`src/rtl/mips_pkg.sv`:
```
// -----------------------------------------------------------------------------
// mips_pkg
// Shared definitions for the MIPS data-memory path: default port widths,
// requester owner encoding and the arbiter read-pipeline state encoding.
// No ports (package).
// -----------------------------------------------------------------------------
package mips_pkg;

    localparam int ADDR_W_DEF   = 32;
    localparam int DATA_W_DEF   = 32;
    localparam int MEM_AW_DEF   = 8;
    localparam int MAX_WAIT_DEF = 8;

    localparam logic OWN_CORE = 1'b0;
    localparam logic OWN_DBG  = 1'b1;

    typedef enum logic [1:0] {
        ST_IDLE    = 2'd0,
        ST_RD_CORE = 2'd1,
        ST_RD_DBG  = 2'd2
    } arb_state_t;

endpackage

```
`src/rtl/dmem_arbiter.sv`:
```
// -----------------------------------------------------------------------------
// dmem_arbiter
// Shares the single-port data memory between the core load/store path and the
// debug/DMA port. One access per cycle, core has priority unless the debug
// port has waited MAX_WAIT cycles. Read data comes back one cycle after the
// grant on the owning port only.
//
// Ports
//   clk, rst                         clock, async active-low reset
//   core_req/we/addr/wdata           core request (held until core_gnt)
//   core_gnt/stall/rvalid/rdata      core grant, stall, read response
//   dbg_req/we/addr/wdata            debug request (held until dbg_gnt)
//   dbg_gnt/rvalid/rdata             debug grant, read response
//   err_misalign                     granted request had addr[1:0] != 0
//   mem_en/we/addr/wdata, mem_rdata  synchronous single-port memory
//
// State | meaning
// ------+-----------------------------------------------
// IDLE  | no read in flight
// RD_CORE | read issued last cycle, response goes to core
// RD_DBG  | read issued last cycle, response goes to debug
// -----------------------------------------------------------------------------
module dmem_arbiter
    import mips_pkg::*;
#(
    parameter int ADDR_W   = ADDR_W_DEF,
    parameter int DATA_W   = DATA_W_DEF,
    parameter int MEM_AW   = MEM_AW_DEF,
    parameter int MAX_WAIT = MAX_WAIT_DEF
) (
    input  logic              clk,
    input  logic              rst,
    input  logic              core_req,
    input  logic              core_we,
    input  logic [ADDR_W-1:0] core_addr,
    input  logic [DATA_W-1:0] core_wdata,
    output logic              core_gnt,
    output logic              core_stall,
    output logic              core_rvalid,
    output logic [DATA_W-1:0] core_rdata,
    input  logic              dbg_req,
    input  logic              dbg_we,
    input  logic [ADDR_W-1:0] dbg_addr,
    input  logic [DATA_W-1:0] dbg_wdata,
    output logic              dbg_gnt,
    output logic              dbg_rvalid,
    output logic [DATA_W-1:0] dbg_rdata,
    output logic              err_misalign,
    output logic              mem_en,
    output logic              mem_we,
    output logic [MEM_AW-1:0] mem_addr,
    output logic [DATA_W-1:0] mem_wdata,
    input  logic [DATA_W-1:0] mem_rdata
);

    localparam logic [7:0] WAIT_LIM = 8'(MAX_WAIT);

    arb_state_t        state, state_nxt;
    logic [7:0]        wait_cnt, wait_nxt;
    logic              force_dbg;
    logic              win_core, win_dbg, granted, misalign;
    logic              owner;
    logic              sel_we;
    logic [ADDR_W-1:0] sel_addr;
    logic [DATA_W-1:0] sel_wdata;

    // Only the word index and alignment bits of the byte address matter.
    logic unused_addr_bits;
    assign unused_addr_bits = ^sel_addr[ADDR_W-1:MEM_AW+2];

    always_comb begin
        force_dbg = (wait_cnt == WAIT_LIM);

        // Grants are held off while reset is asserted so every output reads 0.
        win_core = 1'b0;
        win_dbg  = 1'b0;
        if (rst) begin
            if (force_dbg && dbg_req) begin
                win_dbg = 1'b1;
            end else if (core_req) begin
                win_core = 1'b1;
            end else if (dbg_req) begin
                win_dbg = 1'b1;
            end
        end

        owner     = win_dbg ? OWN_DBG : OWN_CORE;
        sel_we    = (owner == OWN_DBG) ? dbg_we    : core_we;
        sel_addr  = (owner == OWN_DBG) ? dbg_addr  : core_addr;
        sel_wdata = (owner == OWN_DBG) ? dbg_wdata : core_wdata;

        granted  = win_core | win_dbg;
        misalign = granted && (sel_addr[1:0] != 2'b00);

        // A misaligned request is still granted (releasing the requester)
        // but never reaches the memory.
        core_gnt     = win_core;
        dbg_gnt      = win_dbg;
        core_stall   = rst & core_req & ~win_core;
        err_misalign = misalign;
        mem_en       = granted & ~misalign;
        mem_we       = mem_en & sel_we;
        mem_addr     = mem_en ? sel_addr[MEM_AW+1:2] : '0;
        mem_wdata    = mem_we ? sel_wdata : '0;

        core_rvalid = (state == ST_RD_CORE);
        dbg_rvalid  = (state == ST_RD_DBG);
        core_rdata  = core_rvalid ? mem_rdata : '0;
        dbg_rdata   = dbg_rvalid  ? mem_rdata : '0;

        state_nxt = ST_IDLE;
        if (mem_en && !mem_we) begin
            state_nxt = (owner == OWN_DBG) ? ST_RD_DBG : ST_RD_CORE;
        end

        if (!dbg_req || win_dbg) begin
            wait_nxt = 8'd0;
        end else if (wait_cnt != WAIT_LIM) begin
            wait_nxt = wait_cnt + 8'd1;
        end else begin
            wait_nxt = wait_cnt;
        end
    end

    always_ff @(posedge clk or negedge rst) begin
        if (!rst) begin
            state    <= ST_IDLE;
            wait_cnt <= 8'd0;
        end else begin
            state    <= state_nxt;
            wait_cnt <= wait_nxt;
        end
    end

endmodule
```
`config.mk`:
```
export PLATFORM = sky130hd
export DESIGN_NAME = dmem_arbiter
export DESIGN_NICKNAME = d
export VERILOG_FILES = /design/src/rtl/mips_pkg.sv /design/src/rtl/dmem_arbiter.sv
export SDC_FILE = /design/constraint.sdc
export NUM_CORES = 1
export LEC_CHECK = 0
export ABC_AREA = 1
export ABC_CLOCK_PERIOD_IN_PS = 2300
export CAP_MARGIN = 20
export CORE_AREA = 2 2 108 110
export CTS_BUF_LIST = sky130_fd_sc_hd__clkbuf_16
export DETAILED_ROUTE_END_ITERATION = 12
export DIE_AREA = 0 0 110 112
export GPL_ROUTABILITY_DRIVEN = 0
export RECOVER_POWER = 100
export SLEW_MARGIN = 20
export SYNTH_ARGS = -nofsm -noshare
export SYNTH_HDL_FRONTEND = slang
export SYNTH_SLANG_ARGS = --single-unit
```
`constraint.sdc`:
```
create_clock -name clk -period 2.3 [get_ports clk]
set_input_delay 0.46 -clock clk [delete_from_list [all_inputs] [get_ports clk]]
set_output_delay 0.46 -clock clk [all_outputs]
set_load 0.03 [all_outputs]
```
==> impl.org <==
** Pwr
- Static leakage power :: 0.00274 µW
- Power density cells :: 227 mW/mm²
- Maximum ir drop on the vdd rail :: 0.201 mV

** Clocking
- H-tree Lvls :: 1
- Hold-fix buffers, CTS :: 0
- Clock Root Buffer :: clkbuf_16
- Clock sink total :: 10
- CTS clock-pin slew for the worst setup and hold paths :: 0.04 ns
- TritonCTS clock tree :: yes
- CTS buffer count :: 3
- Clock latency reported for the late side of the worst-skew pair :: 0.24 ns
- Worst-case clock buffer depth :: 2

** Detailed routing
- Remaining antenna violation count after routing :: 0
- DR WL/cell :: 12.9 µm
- The routed layout has 3236 vias.
- After the first detailed-routing iteration, the DRC count stood at 122.
- Summed over all layers, the routed wires come to 10.2 mm.
- Routed via count divided by cell count :: 4.09
- Number of optimization iterations in the first detailed-route pass :: 4
- In the routed design, unresolved DRC markers number 0.

** Global route
- For this run, global-route usage on met1 was measured as 15.8%.
- For this run, global-route usage on met3 was measured as 2.93%.
- Entering global routing, the biggest net connects 43 pins.
- Global router's overall resource usage :: 14.0%
- The first global-routing pass estimated 13.9 mm of wire.
- Antenna violations before repair :: 0
- Leftover overflow at the end of global routing :: 0
- Most crowded layer after global routing :: met2
- For this run, global-route usage on met2 was measured as 26.8%.
- The number of global-route vias before repair was 3000.

** Yosys
- Synthesized instance count :: 386
- Of the post-synthesis cell area, the dominant cell type holds 26.2%.
- Share of synthesized area occupied by flip-flops and latches :: 13.7%
- Yosys mapped the design onto 25 distinct sky130hd cell types.
- Post-synthesis cell type with the largest combined area :: nand2_1
- Syn nets :: 554
- Synth Cell Area :: 0.00183 mm²
- Ranked by total cell area, the synthesized netlist is headed by nand2_1 26%, nor2_1 21%, inv_1 16%.
- Total of flip-flops plus latches after synthesis :: 10
- For this run, the number of Yosys warnings is 0.
- Mean instance size in the synthesized netlist :: 4.75 µm²

** Final layout
- Cell area after layout :: 0.00518 mm²
- Most common library cell in the layout ignoring fill and taps :: clkdlybuf4s50_1
- The final layout contains 817 nets.
- The library cells used most frequently in the layout, excluding fill and tap cells, are 122 x clkdlybuf4s50_1, 102 x nand2_1, 86 x buf_4.
- # diodes :: 0
- Final cell count without fillers :: 791
- Filler Cells Inserted :: 1128
- Share of final-layout standard cells stronger than drive strength 1 :: 36.3%
- Syn-to-layout area delta :: 183%

** Placed design
- Placed cell count :: 764
- Area post-placement :: 0.00422 mm²
- Count of input and output buffers :: 233
- Final HPWL from detailed placement :: 7.11 mm

** Setup path
- Category of the critical setup timing path :: reg -> out
- STA classifies the critical path startpoint as a flip-flop.
- Along the worst path, the maximum fanout reaches 4.
- The worst setup path is captured at a primary output.
- Crit path arrival time :: 2.06 ns
- CP Data Required Time :: 1.84 ns

** Timing
- Headroom to the max-slew limit came out at 58.3%.
- RSZ-0062 raised after global routing :: true
- The worst path in the final design needs a cycle of 2.52 ns, including I/O delays and setup.
- Setup_tns :: -7.42 ns
- Worst Max-Slew Pin Slew :: 0.625 ns
- The number of failing hold endpoints at the final stage is 0.
- Final setup violation count :: 43
- Maximum operating frequency :: 396 MHz
- Slew Viols, Final :: 0
- The final critical path takes up 110% of the cycle.
- Once routing completed, OpenROAD measured the worst setup slack at -0.225 ns.
- Between clock sinks in the finished design, the worst skew comes to 0.00440 ns.

** Floorplan
- The floorplan has 39 rows.
- Die outline height :: 112 µm
- The die covers 0.0123 mm².
- The floorplan step defined a core boundary enclosing 0.0112 mm².
- For this design the top-level I/O count stands at 278.
- Starting Density :: 16.4%
- In this run the horizontal extent of the chip is 110 µm.

** Run status
- The checks that failed: setup timing.
- The flow ran to the end, but the final reports show violations.

** Worst hold path
- Worst hold-check path type :: reg -> reg

** Flow run
- Maximum capacitance violations :: 0
## worst max-delay path, cell delays in order, from the launching register on
cell	delay, ns
dfrtp_1	0.41
nor2_2	0.15
nand2_1	0.10
o21ai_4	0.24
nand3_2	0.15
nand2_4	0.10
nand3_4	0.12
bufbuf_16	0.30
nor2_1	0.09
buf_4	0.17
## per-stage QoR
step	utilization, %	total power [µW]	worst slack [ns]	hold slack (ns)
finish	46.4	1180	-0.225	0.552
global route	46.4	1240	-0.321	0.600
CTS	44.1	1130	-0.186	0.547
detailed placement	37.8	724	-0.234	0.542
global placement	37.8	716	-0.208	0.530
floorplan	-	405	0.0321	0.164
## synth_stat cells
cell type and n:
buf_4 1, or2_2 1, nand3_2 1, nand3_1 5, ha_1 2, nor3b_1 2
a21oi_1 11, buf_6 5, buf_2 6, nor2_1 101, xor2_1 1, inv_1 80
xnor2_1 1, o21ai_2 1, nor3_1 3, nand2_2 1, nor2_2 11, nand2_1 128
clkinv_4 1, dfrtp_1 10, nand4_1 4, nor4_1 1, clkbuf_1 6, inv_2 1
o21ai_0 2
## where the power goes
group / internal (µW) / leakage (µW) / total [µW] / switching, µW
Combinational: 367 / 0.00256 / 682 / 315
Sequential: 181 / 0.000137 / 184 / 2.86
Clock: 228 / 0.0000385 / 312 / 84.0
## per-layer routing
| layer | wire length [µm] | share of wire (%) | vias to the layer above |
|---|---|---|---|
| li1 | - | - | 1625 |
| met2 | 5300 | 52 | 161 |
| met4 | 75 | 0.73 | 0 |
| met1 | 3900 | 38 | 1444 |
| met3 | 954 | 9.3 | 6 |
| met5 | 0 | 0 | - |
## layout make-up
class / instances / area [µm²] / area share, %
inverters: 82 / 337 / 6.50
well taps: 143 / 179 / 3.45
repair buffers: 274 / 2730 / 52.8
clock buffers: 3 / 75.1 / 1.45
multi-input cells: 276 / 1560 / 30.0
flip-flops and latches: 10 / 250 / 4.83
clock inverters: 1 / 3.75 / 0.0725
repair inverters: 2 / 46.3 / 0.894
## what timing repair did
| action | CTS | global route |
|---|---|---|
| setup endpoints to repair | 53 | 43 |
| setup buffers | 9 | 4 |
| resized for setup | 121 | 48 |
| cloned | 4 | 8 |
| pin swaps | 6 | 3 |
## kinds of logic after synthesis
family | after synthesis | share of synthesized area (%)
AOI/OAI and AO/OA | 14 | 4.03
xor gates and xnor gates | 2 | 0.956
buffers and inverters | 100 | 23.4
adders and majority gates | 2 | 1.36
and+or+nand+nor | 258 | 56.6
DFF | 10 | 13.7
## registers in the layout (all words and copies together), names as in the netlist
| signal | cells |
|---|---|
| wait_cnt | 8 |
| state | 2 |
## path summary, 6_finish.rpt
check,slack (ns),endpoint,cells past startpoint,start
setup / recovery,-0.22,mem_wdata[28],9,wait_cnt[4]$_DFFE_PN0P_
hold / removal,0.55,wait_cnt[7]$_DFFE_PN0P_,2,wait_cnt[7]$_DFFE_PN0P_
setup reg to reg,0.51,state[1]$_DFF_PN0_,10,wait_cnt[4]$_DFFE_PN0P_
hold reg to reg,0.55,wait_cnt[7]$_DFFE_PN0P_,2,wait_cnt[7]$_DFFE_PN0P_
max in group asynchronous,1.07,wait_cnt[2]$_DFFE_PN0P_,3,rst
min in group asynchronous,0.82,wait_cnt[6]$_DFFE_PN0P_,3,rst
Note: power is estimated with default switching activity, not from simulation.
